## src/rtl/tcp_vlg_pkg.sv

```systemverilog
// ---------------------------------------------------------------------------
// tcp_vlg_pkg
// Shared types for the TCP engine blocks.
//   tcp_stat_t : connection state as reported by the connection FSM
//   tx_kind_t  : kind of packet the TX packet engine is asked to assemble
//   max_int    : elaboration-time helper for sizing shared counters
// ---------------------------------------------------------------------------
package tcp_vlg_pkg;

    typedef enum logic [2:0] {
        tcp_closed        = 3'd0,
        tcp_listening     = 3'd1,
        tcp_connecting    = 3'd2,
        tcp_connected     = 3'd3,
        tcp_disconnecting = 3'd4
    } tcp_stat_t;

    typedef enum logic [1:0] {
        TX_CTL = 2'd0,
        TX_RTX = 2'd1,
        TX_DAT = 2'd2,
        TX_ACK = 2'd3
    } tx_kind_t;

    function automatic int max_int(input int a, input int b);
        return (a > b) ? a : b;
    endfunction

endpackage

```

## src/rtl/tcp_vlg_tx_arb_if.sv

```systemverilog
// ---------------------------------------------------------------------------
// tcp_vlg_tx_arb_if
// Handshake between the TX scheduler and the TX packet-assembly engine.
//   tx_start : scheduler -> engine, one-cycle pulse, begin a packet
//   tx_kind  : scheduler -> engine, packet kind, stable for the whole packet
//   tx_abort : scheduler -> engine, one-cycle pulse, watchdog expired
//   tx_done  : engine -> scheduler, one-cycle pulse, packet finished
// master = scheduler side, slave = engine side.
// ---------------------------------------------------------------------------
interface tcp_vlg_tx_arb_if;
    import tcp_vlg_pkg::*;

    logic     tx_start;
    tx_kind_t tx_kind;
    logic     tx_abort;
    logic     tx_done;

    modport master (
        output tx_start,
        output tx_kind,
        output tx_abort,
        input  tx_done
    );

    modport slave (
        input  tx_start,
        input  tx_kind,
        input  tx_abort,
        output tx_done
    );

endinterface

```

## src/rtl/tcp_vlg_tx_arb.sv

```systemverilog
// ---------------------------------------------------------------------------
// tcp_vlg_tx_arb
// Per-connection TX scheduler. Shares the single packet-assembly engine
// between control, retransmit, new-data and pure-ack requesters, serialises
// packets with an inter-frame gap and guards each one with a watchdog.
//
// Ports:
//   clk, rst_n      clock, asynchronous active-low reset
//   status          connection state; only ctl is served unless connected
//   req_ctl/rtx/dat level requests, held by the requester until its done
//   req_ack         pure-ack request from the ack generator
//   eng             engine handshake (tx_start/tx_kind/tx_abort/tx_done)
//   done_ctl..ack   one-cycle completion pulse to the owning requester
//   ack_sent        one-cycle pulse on every completed packet
//   err_timeout     sticky watchdog-abort flag
//   busy            high whenever the scheduler is not idle
// ---------------------------------------------------------------------------
module tcp_vlg_tx_arb
    import tcp_vlg_pkg::*;
#(
    parameter int IFG_TICKS    = 12,
    parameter int DONE_TIMEOUT = 10000,
    parameter int STARVE_LIMIT = 4,
    parameter int VERBOSE      = 0,
    parameter     DUT_STRING   = ""
)(
    input  logic                    clk,
    input  logic                    rst_n,
    input  tcp_stat_t               status,
    input  logic                    req_ctl,
    input  logic                    req_rtx,
    input  logic                    req_dat,
    input  logic                    req_ack,
    tcp_vlg_tx_arb_if.master        eng,
    output logic                    done_ctl,
    output logic                    done_rtx,
    output logic                    done_dat,
    output logic                    done_ack,
    output logic                    ack_sent,
    output logic                    err_timeout,
    output logic                    busy
);

    // Watchdog and gap never run at the same time, so one counter serves both.
    localparam int CNT_MAX = max_int(DONE_TIMEOUT, IFG_TICKS);
    localparam int CW      = (CNT_MAX < 1) ? 1 : $clog2(CNT_MAX + 1);
    localparam int SW_RAW  = $clog2(STARVE_LIMIT + 1);
    localparam int SW      = (SW_RAW < 1) ? 1 : SW_RAW;

    localparam logic [CW-1:0] TO_LAST    = CW'((DONE_TIMEOUT > 0) ? DONE_TIMEOUT - 1 : 0);
    localparam logic [CW-1:0] IFG_LAST   = CW'((IFG_TICKS > 0) ? IFG_TICKS - 1 : 0);
    localparam logic [SW-1:0] STARVE_MAX = SW'(STARVE_LIMIT);

    // Display messages are not produced by synthesizable code; the two
    // parameters are kept so existing instantiations elaborate unchanged.
    if ((VERBOSE != 0) && ($bits(DUT_STRING) > 0)) begin : g_verbose
    end

    typedef enum logic [1:0] {
        S_IDLE  = 2'd0,
        S_START = 2'd1,
        S_BUSY  = 2'd2,
        S_GAP   = 2'd3
    } state_t;

    state_t          state_q, state_d;
    tx_kind_t        kind_q, kind_d;
    logic [CW-1:0]   cnt_q, cnt_d;
    logic [SW-1:0]   starve_q, starve_d;
    logic            err_q, err_d;

    logic            connected;
    logic            grant_valid;
    tx_kind_t        grant_kind;
    logic            done_evt;
    logic            expire_evt;
    logic [3:0]      done_vec;

    // ---------------------------------------------------------------------
    // Priority select: ctl > rtx > dat > ack, with dat promoted above rtx
    // once rtx has won STARVE_LIMIT times in a row while dat was waiting.
    // Outside the connected state only control packets may go out.
    // ---------------------------------------------------------------------
    always_comb begin
        connected   = (status == tcp_connected);
        grant_valid = 1'b1;
        grant_kind  = TX_CTL;
        if (req_ctl) begin
            grant_kind = TX_CTL;
        end else if (!connected) begin
            grant_valid = 1'b0;
        end else if (req_dat && (starve_q == STARVE_MAX)) begin
            grant_kind = TX_DAT;
        end else if (req_rtx) begin
            grant_kind = TX_RTX;
        end else if (req_dat) begin
            grant_kind = TX_DAT;
        end else if (req_ack) begin
            grant_kind = TX_ACK;
        end else begin
            grant_valid = 1'b0;
        end
    end

    // A tx_done in the expiry cycle counts as a completion, not an abort.
    assign done_evt   = (state_q == S_BUSY) && eng.tx_done;
    assign expire_evt = (state_q == S_BUSY) && !eng.tx_done && (cnt_q == TO_LAST);

    for (genvar gi = 0; gi < 4; gi++) begin : g_done
        assign done_vec[gi] = done_evt && (kind_q == tx_kind_t'(gi));
    end

    // ---------------------------------------------------------------------
    // State register
    // ---------------------------------------------------------------------
    always_ff @(posedge clk or negedge rst_n) begin
        if (!rst_n) begin
            state_q  <= S_IDLE;
            kind_q   <= TX_CTL;
            cnt_q    <= '0;
            starve_q <= '0;
            err_q    <= 1'b0;
        end else begin
            state_q  <= state_d;
            kind_q   <= kind_d;
            cnt_q    <= cnt_d;
            starve_q <= starve_d;
            err_q    <= err_d;
        end
    end

    // ---------------------------------------------------------------------
    // Next-state logic
    // ---------------------------------------------------------------------
    always_comb begin
        state_d  = state_q;
        kind_d   = kind_q;
        cnt_d    = cnt_q;
        starve_d = starve_q;
        err_d    = err_q;

        unique case (state_q)
            S_IDLE: begin
                if (!req_dat) begin
                    starve_d = '0;
                end
                if (grant_valid) begin
                    kind_d  = grant_kind;
                    state_d = S_START;
                    if (grant_kind == TX_DAT) begin
                        starve_d = '0;
                    end else if ((grant_kind == TX_RTX) && req_dat &&
                                 (starve_q != STARVE_MAX)) begin
                        starve_d = starve_q + 1'b1;
                    end
                end
            end

            S_START: begin
                cnt_d   = '0;
                state_d = S_BUSY;
            end

            S_BUSY: begin
                if (done_evt || expire_evt) begin
                    cnt_d   = '0;
                    state_d = (IFG_TICKS == 0) ? S_IDLE : S_GAP;
                    if (expire_evt) begin
                        err_d = 1'b1;
                    end
                end else begin
                    cnt_d = cnt_q + 1'b1;
                end
            end

            S_GAP: begin
                if (cnt_q == IFG_LAST) begin
                    cnt_d   = '0;
                    state_d = S_IDLE;
                end else begin
                    cnt_d = cnt_q + 1'b1;
                end
            end

            default: state_d = S_IDLE;
        endcase
    end

    // ---------------------------------------------------------------------
    // Outputs
    // ---------------------------------------------------------------------
    always_comb begin
        eng.tx_start = (state_q == S_START);
        eng.tx_kind  = kind_q;
        eng.tx_abort = expire_evt;
        ack_sent     = done_evt;
        busy         = (state_q != S_IDLE);
        done_ctl     = done_vec[0];
        done_rtx     = done_vec[1];
        done_dat     = done_vec[2];
        done_ack     = done_vec[3];
        err_timeout  = err_q;
    end

endmodule
```

## src/flat_wrapper.sv

```systemverilog
// flat-port wrapper written by rule: the top's interface ports become plain ports
module tcp_vlg_tx_arb_flat import tcp_vlg_pkg::*;
#(
    parameter int IFG_TICKS    = 12,
    parameter int DONE_TIMEOUT = 10000,
    parameter int STARVE_LIMIT = 4,
    parameter int VERBOSE      = 0,
    parameter     DUT_STRING   = ""
)
  (clk, rst_n, status, req_ctl, req_rtx, req_dat, req_ack, done_ctl, done_rtx, done_dat, done_ack, ack_sent, err_timeout, busy, eng_tx_start, eng_tx_kind, eng_tx_abort, eng_tx_done);
  tcp_vlg_tx_arb_if eng_i ();
  input  logic clk;
  input  logic rst_n;
  input  tcp_stat_t status;
  input  logic req_ctl;
  input  logic req_rtx;
  input  logic req_dat;
  input  logic req_ack;
  output logic done_ctl;
  output logic done_rtx;
  output logic done_dat;
  output logic done_ack;
  output logic ack_sent;
  output logic err_timeout;
  output logic busy;
  output wire logic [$bits(eng_i.tx_start)-1:0] eng_tx_start;
  output wire logic [$bits(eng_i.tx_kind)-1:0] eng_tx_kind;
  output wire logic [$bits(eng_i.tx_abort)-1:0] eng_tx_abort;
  input wire logic [$bits(eng_i.tx_done)-1:0] eng_tx_done;
  assign eng_tx_start = eng_i.tx_start;
  assign eng_tx_kind = eng_i.tx_kind;
  assign eng_tx_abort = eng_i.tx_abort;
  assign eng_i.tx_done = eng_tx_done;
  tcp_vlg_tx_arb #(.IFG_TICKS(IFG_TICKS), .DONE_TIMEOUT(DONE_TIMEOUT), .STARVE_LIMIT(STARVE_LIMIT), .VERBOSE(VERBOSE), .DUT_STRING(DUT_STRING)) u_core (.clk(clk), .rst_n(rst_n), .status(status), .req_ctl(req_ctl), .req_rtx(req_rtx), .req_dat(req_dat), .req_ack(req_ack), .eng(eng_i), .done_ctl(done_ctl), .done_rtx(done_rtx), .done_dat(done_dat), .done_ack(done_ack), .ack_sent(ack_sent), .err_timeout(err_timeout), .busy(busy));
endmodule
```

## config.mk

```make
export PLATFORM = sky130hd
export DESIGN_NAME = tcp_vlg_tx_arb_flat
export DESIGN_NICKNAME = d
export VERILOG_FILES = /design/src/rtl/tcp_vlg_pkg.sv /design/src/rtl/tcp_vlg_tx_arb_if.sv /design/src/rtl/tcp_vlg_tx_arb.sv /design/src/flat_wrapper.sv
export SDC_FILE = /design/constraint.sdc
export NUM_CORES = 1
export LEC_CHECK = 0
export BUFFER_PORTS_ARGS = -buffer_cell sky130_fd_sc_hd__buf_2
export CORE_ASPECT_RATIO = 1.75
export CORE_MARGIN = 5
export CORE_UTILIZATION = 51
export CTS_BUF_LIST = sky130_fd_sc_hd__clkbuf_16
export DETAILED_ROUTE_END_ITERATION = 8
export PLACE_DENSITY = 0.84
export SYNTH_ARGS = -nofsm -noshare
export SYNTH_HDL_FRONTEND = slang
export SYNTH_SLANG_ARGS = --single-unit
```

## constraint.sdc

```tcl
create_clock -name clk -period 1.8 [get_ports clk]
set_clock_uncertainty 0.1 [all_clocks]
set_input_delay 0.18 -clock clk [delete_from_list [all_inputs] [get_ports clk]]
set_output_delay 0.18 -clock clk [all_outputs]
set_load 0.1 [all_outputs]
```

# After elaboration in Yosys (flattened, before gate mapping)
# Cells that the tools add are included.
# op_classes
muxes	23
n_reduce_logical	19
eq_ne	16
n_addsub	2
# op_table
operator	n
$pmux W14 S3	1
$mux W14	2
$mux W2	9
$add A14 B1 Y14 const B	1
$eq A14 B14 Y1 const B	1
$eq A14 B4 Y1 const B	1
$mux W3	4
$eq A2 B2 Y1 const B	5
$logic_and A1 B1 Y1	10
$pmux W2 S4	1
$eq A2 B1 Y1 const B	3
$mux W1	6
$reduce_and A3 Y1	2
$logic_not A2 Y1	2
$ne A2 B1 Y1 const B	2
$add A3 B1 Y3 const B	1
$eq A3 B2 Y1 const B	1
$eq A3 B3 Y1 const B	1
$ne A3 B3 Y1 const B	1
$reduce_bool A3 Y1	1
$ne A2 B2 Y1 const B	1
$reduce_and A2 Y1	1
$reduce_bool A2 Y1	1
$logic_not A1 Y1	1
$logic_or A1 B1 Y1	1
# word_totals
regBits	22
elab_cells	65
out_inout_bits	11

# Depth between registers and ports, before layout
# Gate-level depths: netlist of the first run.
# depth
word_depth	12
ltp_mapped	7

# Worst setup path after synthesis of the first run
# Ideal clock, no wire load.
# synth_timing
path_type	reg2out
start	reg u_core.kind_q[0], in the netlist u_core.eng.tx_kind[0]
end	out done_rtx
path_stages_with_launch	2
setup_slack_ns	-1.759
arrival_ns	3.279
cell_sequence	dfrtp_1 nor3b_1
# synth_between
elab_chain_cells	2
# synth_rtl
item	line	source
from (decl)	tcp_vlg_tx_arb.sv:67	tx_kind_t kind_q, kind_d;
from (signal assigned)	tcp_vlg_tx_arb.sv:125	kind_q <= kind_d;
$eq A2 B1 Y1	tcp_vlg_tx_arb.sv:110	assign done_vec[gi] = done_evt && (kind_q == tx_kind_t'(gi));
$logic_and A1 B1 Y1	tcp_vlg_tx_arb.sv:110	
to (decl)	flat_wrapper.sv:20	output logic done_rtx;
# No other way between the ends.

# Worst setup path in the final report of the first run
# layout_timing
start	reg u_core.cnt_q[4]
end	out eng_tx_abort
# layout_between
elab_chain_cells	2
# layout_rtl
item	line	source
from (decl)	tcp_vlg_tx_arb.sv:68	logic [CW-1:0] cnt_q, cnt_d;
from (signal assigned)	tcp_vlg_tx_arb.sv:126	cnt_q <= cnt_d;
$eq A14 B14 Y1	tcp_vlg_tx_arb.sv:107	assign expire_evt = (state_q == S_BUSY) && !eng.tx_done && (cnt_q == TO_LAST);
$logic_and A1 B1 Y1	tcp_vlg_tx_arb.sv:107	
to (decl)	flat_wrapper.sv:28	output wire logic [$bits(eng_i.tx_abort)-1:0] eng_tx_abort;
# No other way between the ends.

==> qor.txt, run 1 <==
GRT Util Overall -> 30.48%
Required time worst endpoint -> 1520 ps
Final setup violation count -> 24
Failing checks -> setup timing
EDFF count, synth -> 0
Ys flop type -> dfrtp_1
Htree depth -> 1
Diodes inserted -> 0
Post-synthesis register bit count -> 22
Worst hold path class -> input pin to flop
Number of remaining DRC errors -> 0
Initial antenna violation count -> 0
CP Capture Type -> output pin
Slew HR -> 64.65%
Clk slew on worst S/H paths -> 70 ps
Outcome -> finished, violations left
Final #Nets -> 257
Yosys top cell area share -> 36.12%
Final Cycle Share -> 114.6%
WL per Instance -> 25.54 um
FF-to-FF setup slack -> -240 ps
Largest cells by area after synthesis -> dfrtp_1 (36%), ha_1 (5.7%), nand4_1 (3.7%), nor3_1 (3.6%), o21ai_0 (3.6%)
Crit-path max cell delay -> 420 ps
Mapped Avg Cell Area -> 9.018 um^2
Worst path buffer plus inverter count -> 3
Critical-path cell list -> nor4_4, buf_4, nand4_4, buf_6, nor2_4, buf_12
Leak Pwr -> 1.051 nW
Power per cell area -> 1460 mW/mm^2
Mapped Cells -> 169
Sequential share of the synthesized area -> 36.12%
Final wirelength -> 6820 um
Tightest Pin Transition -> 526.2 ps
Worst path slowest cell -> dfrtp_2
Die footprint -> 0.004224 mm^2
Proportion of layout cells with a drive suffix above 1 -> 47.28%
Die Width -> 51.32 um
Max-Cap Viols -> 0
Largest net degree at the start of global routing -> 23
Initial DRC Count -> 229
Global route overflow -> 0
Synthesized cell area -> 0.001524 mm^2
Syn. warnings -> 0
Crit Path Max Fanout -> 5
Antenna Nets Post-Route -> 0
Vias per inst -> 7.326
Final worst slack -> -263.3 ps
Overall Power -> 3.638 mW
Fmax -> 484.7 MHz
Setup crit start kind -> flop
Post-Syn Nets -> 186
RSZ-0062 raised after global routing -> true
CTS Buffer Depth -> 2
Synth area leader -> dfrtp_1
Synth cell types -> 49
Clock root buffer -> clkbuf_16
Vias -> 1956
Die height -> 82.32 um
Drt pass-1 iters -> 6
First-pass GRT wire length -> 9370 um
Final Hold Fails -> 0
Vias in the first global route -> 1823
Minimum clock period -> 2063 ps
CTS Sinks -> 22
Maximum vdd drop -> 1.381 mV
GPL Wtd Cong -> 0.9660
Slew Limit Fails -> 0
Syn-to-layout area delta -> 63.55%
TritonCTS clock tree -> built
Final core utilization -> 86.08%
Num CTS Buffers -> 3
Worst Path Arrival -> 1780 ps
Port Buffers -> 20
FFs w/ async S/R, synth -> 100.0%
Final HPWL DP -> 3574 um
Setup Crit Path Kind -> flop to output pin
Site Rows -> 26
IO Pins -> 21
Worst skew pair latency -> 270 ps
Core area -> 0.002895 mm^2
Initial Utilization -> 52.64%
CP delay by family, top -> simple AND/OR/NAND/NOR gates
-- synth_stat cells, types with 3 or more instances --
| master | number |
|---|---|
| a21oi_1 | 7 |
| a22o_1 | 3 |
| clkbuf_1 | 4 |
| dfrtp_1 | 22 |
| ha_1 | 7 |
| inv_1 | 10 |
| mux2i_1 | 3 |
| nand2_1 | 14 |
| nand3_1 | 4 |
| nand4_1 | 9 |
| nor2_1 | 13 |
| nor3_1 | 11 |
| nor3b_1 | 4 |
| nor4_1 | 3 |
| o21ai_0 | 11 |
| or4_1 | 4 |
-- state kept, by name, summed over array words and instances (netlist names) --
register / count
u_core.state_q: 2
u_core.cnt_q: 14
u_core.starve_q: 3
u_core.err_timeout: 1
u_core.eng.tx_kind: 2
-- worst paths after layout --
| kind | startpoint | endpoint | cells past startpoint |
|---|---|---|---|
| worst max register to register | u_core.cnt_q[4] | u_core.cnt_q[7] | 8 |
| min in group asynchronous | rst_n | u_core.cnt_q[10] | 2 |
| worst max-delay path | u_core.cnt_q[4] | eng_tx_abort | 6 |
| worst min register to register | u_core.err_timeout | u_core.err_timeout | 1 |
| max in group asynchronous | rst_n | u_core.eng.tx_kind[1] | 2 |
| worst min-delay path | req_ctl | u_core.eng.tx_kind[0] | 2 |
-- logic make-up (layout without fill, tap and decap cells) --
kind of cell,Yosys count,after routing,synth area share [%]
buffers and inverters,18,88,4.844
adder cells (fa/ha/maj),7,7,5.747
flip-flops,22,22,36.12
AND/OR/NAND/NOR,77,77,29.72
multiplexers,5,5,3.448
AO/OA/AOI/OAI,40,40,20.12
-- where the power goes --
group	total, mW	internal, mW	switching (mW)
clock network	0.509	0.298	0.210
registers	0.742	0.598	0.143
logic	2.39	1.03	1.36
total	3.64	1.92	1.71
-- cell usage in the layout (no fill, tap or decap), drive strengths merged, types with 4 or more instances in the layout --
cell,synthesis,final
buf,3,72
dfrtp,22,22
nand2,14,14
nor2,13,13
nor3,11,11
o21ai,11,11
nand4,10,10
inv,10,10
a21oi,7,7
ha,7,7
or4,4,4
nand3,4,4
nor4,4,4
nor3b,4,4
-- layout make-up --
class                           count  area [um^2]
Clock buffer                        3        75.07
Tap cell                           28        35.03
Timing Repair Buffer               73        656.9
Sequential cell                    22        560.5
Clock inverter                      1        3.754
Multi-Input combinational cell    129         1114
Fill cell                         119        402.9
Inverter                           11        47.55
-- repair_timing --
action / in CTS / in global routing
hold buffers: 1 / 0
hold endpoints to repair: 22 / 0
pin swaps: 4 / 4
resized for setup: 13 / 29
setup buffers: 8 / 12
endpoints found under the setup margin: 21 / 23
-- per-layer routing --
| metal | up-vias | share of wire [%] | track usage [%] |
|---|---|---|---|
| met1 | 923 | 31 | 31.37 |
| met4 | 0 | 8.5 | 19.95 |
| met3 | 65 | 10 | 4.668 |
| li1 | 778 | - | - |
| met2 | 190 | 50 | 56.07 |
| met5 | - | 0 | 0 |
-- metrics by stage --
stage | setup TNS, ps | hold WS [ps] | setup slack [ps] | std cells | instance area [um^2]
floorplan | -531.4 | -215.6 | -137.1 | 169 | 1607
global placement | -419.1 | 71.16 | -88.35 | 242 | 2051
detailed placement | -875.8 | 75.03 | -201.1 | 242 | 2051
CTS | -2243 | 30.03 | -228.1 | 255 | 2256
global route | -4331 | 80.15 | -315.2 | 267 | 2492
finish | -3228 | 58.68 | -263.3 | 267 | 2492
Power figures use the tool's default switching activity.
==> inputs of run 2 (changes only) <==
--- a/config.mk
+++ b/config.mk
@@ -12,6 +12,7 @@
 export CTS_BUF_LIST = sky130_fd_sc_hd__clkbuf_16
 export DETAILED_ROUTE_END_ITERATION = 8
 export PLACE_DENSITY = 0.84
+export SKIP_CTS_REPAIR_TIMING = 1
 export SYNTH_ARGS = -nofsm -noshare
 export SYNTH_HDL_FRONTEND = slang
 export SYNTH_SLANG_ARGS = --single-unit
==> qor.txt, run 2 (same netlist as run 1, synthesis figures left out) <==
Outcome -> finished, violations left
Failing checks -> setup timing
RSZ-0062 raised after global routing -> true
CP delay by family, top -> simple AND/OR/NAND/NOR gates
Critical-path cell list -> nor4_4, buf_4, nand4_4, buf_6, nor2_4, buf_12
Clock root buffer -> clkbuf_16
Final Hold Fails -> 0
Clk slew on worst S/H paths -> 60 ps
Diodes inserted -> 0
IO Pins -> 21
Num CTS Buffers -> 3
Top reg by flops -> u_core.cnt_q
GPL Wtd Cong -> 0.9660
Final worst slack -> -295.1 ps
Reg2Reg Launch Point -> u_core.cnt_q[1]
TritonCTS clock tree -> built
Post-placement cell count -> 242
Worst path buffer plus inverter count -> 3
Htree depth -> 1
Fillers -> 149
Vias in the first global route -> 1752
Reg area -> 559.3 um^2
Die Width -> 51.32 um
Final #Nets -> 243
Crit-path max cell delay -> 410 ps
Minimum clock period -> 2095 ps
Worst path slowest cell -> dfrtp_1
GRT Util Overall -> 26.49%
Hold Crit Start -> req_ctl
Slew Limit Fails -> 0
Initial Utilization -> 52.64%
Max-Cap Viols -> 0
Die footprint -> 0.004224 mm^2
Worst Path Arrival -> 1820 ps
DP Worst Slack -> -201.1 ps
Setup crit start kind -> flop
Largest net degree at the start of global routing -> 23
Die height -> 82.32 um
Antenna Nets Post-Route -> 0
Site Rows -> 26
Regs by FF count -> u_core.cnt_q x14, u_core.starve_q x3
Required time worst endpoint -> 1520 ps
Leak Pwr -> 0.9429 nW
CTS Buffer Depth -> 2
Final Cycle Share -> 116.4%
Power per cell area -> 1386 mW/mm^2
Crit Path Max Fanout -> 5
Final HPWL DP -> 3574 um
Most frequent cells in the layout -> buf_4 (34), dfrtp_1 (19), nand2_1 (13), buf_2 (13), nor2_1 (11)
Setup Crit Path Kind -> flop to output pin
Fmax -> 477.3 MHz
Slew HR -> 65.66%
CP Capture Type -> output pin
Number of remaining DRC errors -> 0
Final setup violation count -> 22
Core area -> 0.002895 mm^2
WL per Instance -> 22.96 um
Worst skew pair latency -> 260 ps
Syn-to-layout area delta -> 50.99%
Final core utilization -> 79.47%
Most common cell after layout, fill and taps aside -> buf_4
Initial antenna violation count -> 0
CTS Sinks -> 22
Port Buffers -> 20
Area of the multi-input gates -> 0.001064 mm^2
Drt pass-1 iters -> 5
Crit. Startpoint -> u_core.cnt_q[5]
Tightest Pin Transition -> 511.1 ps
Final wirelength -> 5810 um
Non-filler cells in the finished layout -> 253
Initial DRC Count -> 122
Maximum vdd drop -> 1.274 mV
Vias per inst -> 7.016
Vias -> 1775
Global route overflow -> 0
First-pass GRT wire length -> 8335 um
Max reg flops -> 14
Proportion of layout cells with a drive suffix above 1 -> 43.11%
Worst hold path class -> input pin to flop
==> run 2: worst paths after layout <==
kind,endpoint,slack [ps],depth (start not counted)
worst max-delay path,eng_tx_abort,-300,6
worst min-delay path,u_core.eng.tx_kind[0],40,2
worst max register to register,u_core.cnt_q[7],-220,6
worst min register to register,u_core.err_timeout,400,1
max in group asynchronous,u_core.eng.tx_kind[1],890,2
min in group asynchronous,u_core.cnt_q[10],320,2
==> run 2: layout make-up <==
cell class / count / area share (%)
clock buffers: 3 / 3.263
clock inverters: 1 / 0.1631
inverters: 11 / 2.121
multi-input cells: 129 / 46.22
flip-flops and latches: 22 / 24.31
well taps: 28 / 1.523
repair buffers: 59 / 22.40
==> run 2: routing by layer <==
metal | vias up | routed length [um] | GRT usage, %
li1 | 756 | - | -
met1 | 842 | 1912 | 26.45
met2 | 136 | 3089 | 50.39
met3 | 41 | 424 | 3.950
met4 | 0 | 384 | 16.01
met5 | - | 0 | 0
==> run 2: where the power goes <==
group	switching (mW)	total [mW]	internal (mW)
Clock	0.199	0.497	0.298
Sequential	0.131	0.727	0.596
Combinational	1.22	1.97	0.750
==> run 2: stage by stage <==
stage	cell area, um^2	total power [mW]	hold WS (ps)	setup TNS, ps
after global routing	2301	3.295	73.86	-4466
after floorplan	1607	1.774	-215.6	-531.4
after detailed placement	2051	2.353	75.03	-875.8
final	2301	3.190	39.35	-2524
after CTS	2130	2.847	-200.4	-2293
after global placement	2051	2.266	71.16	-419.1
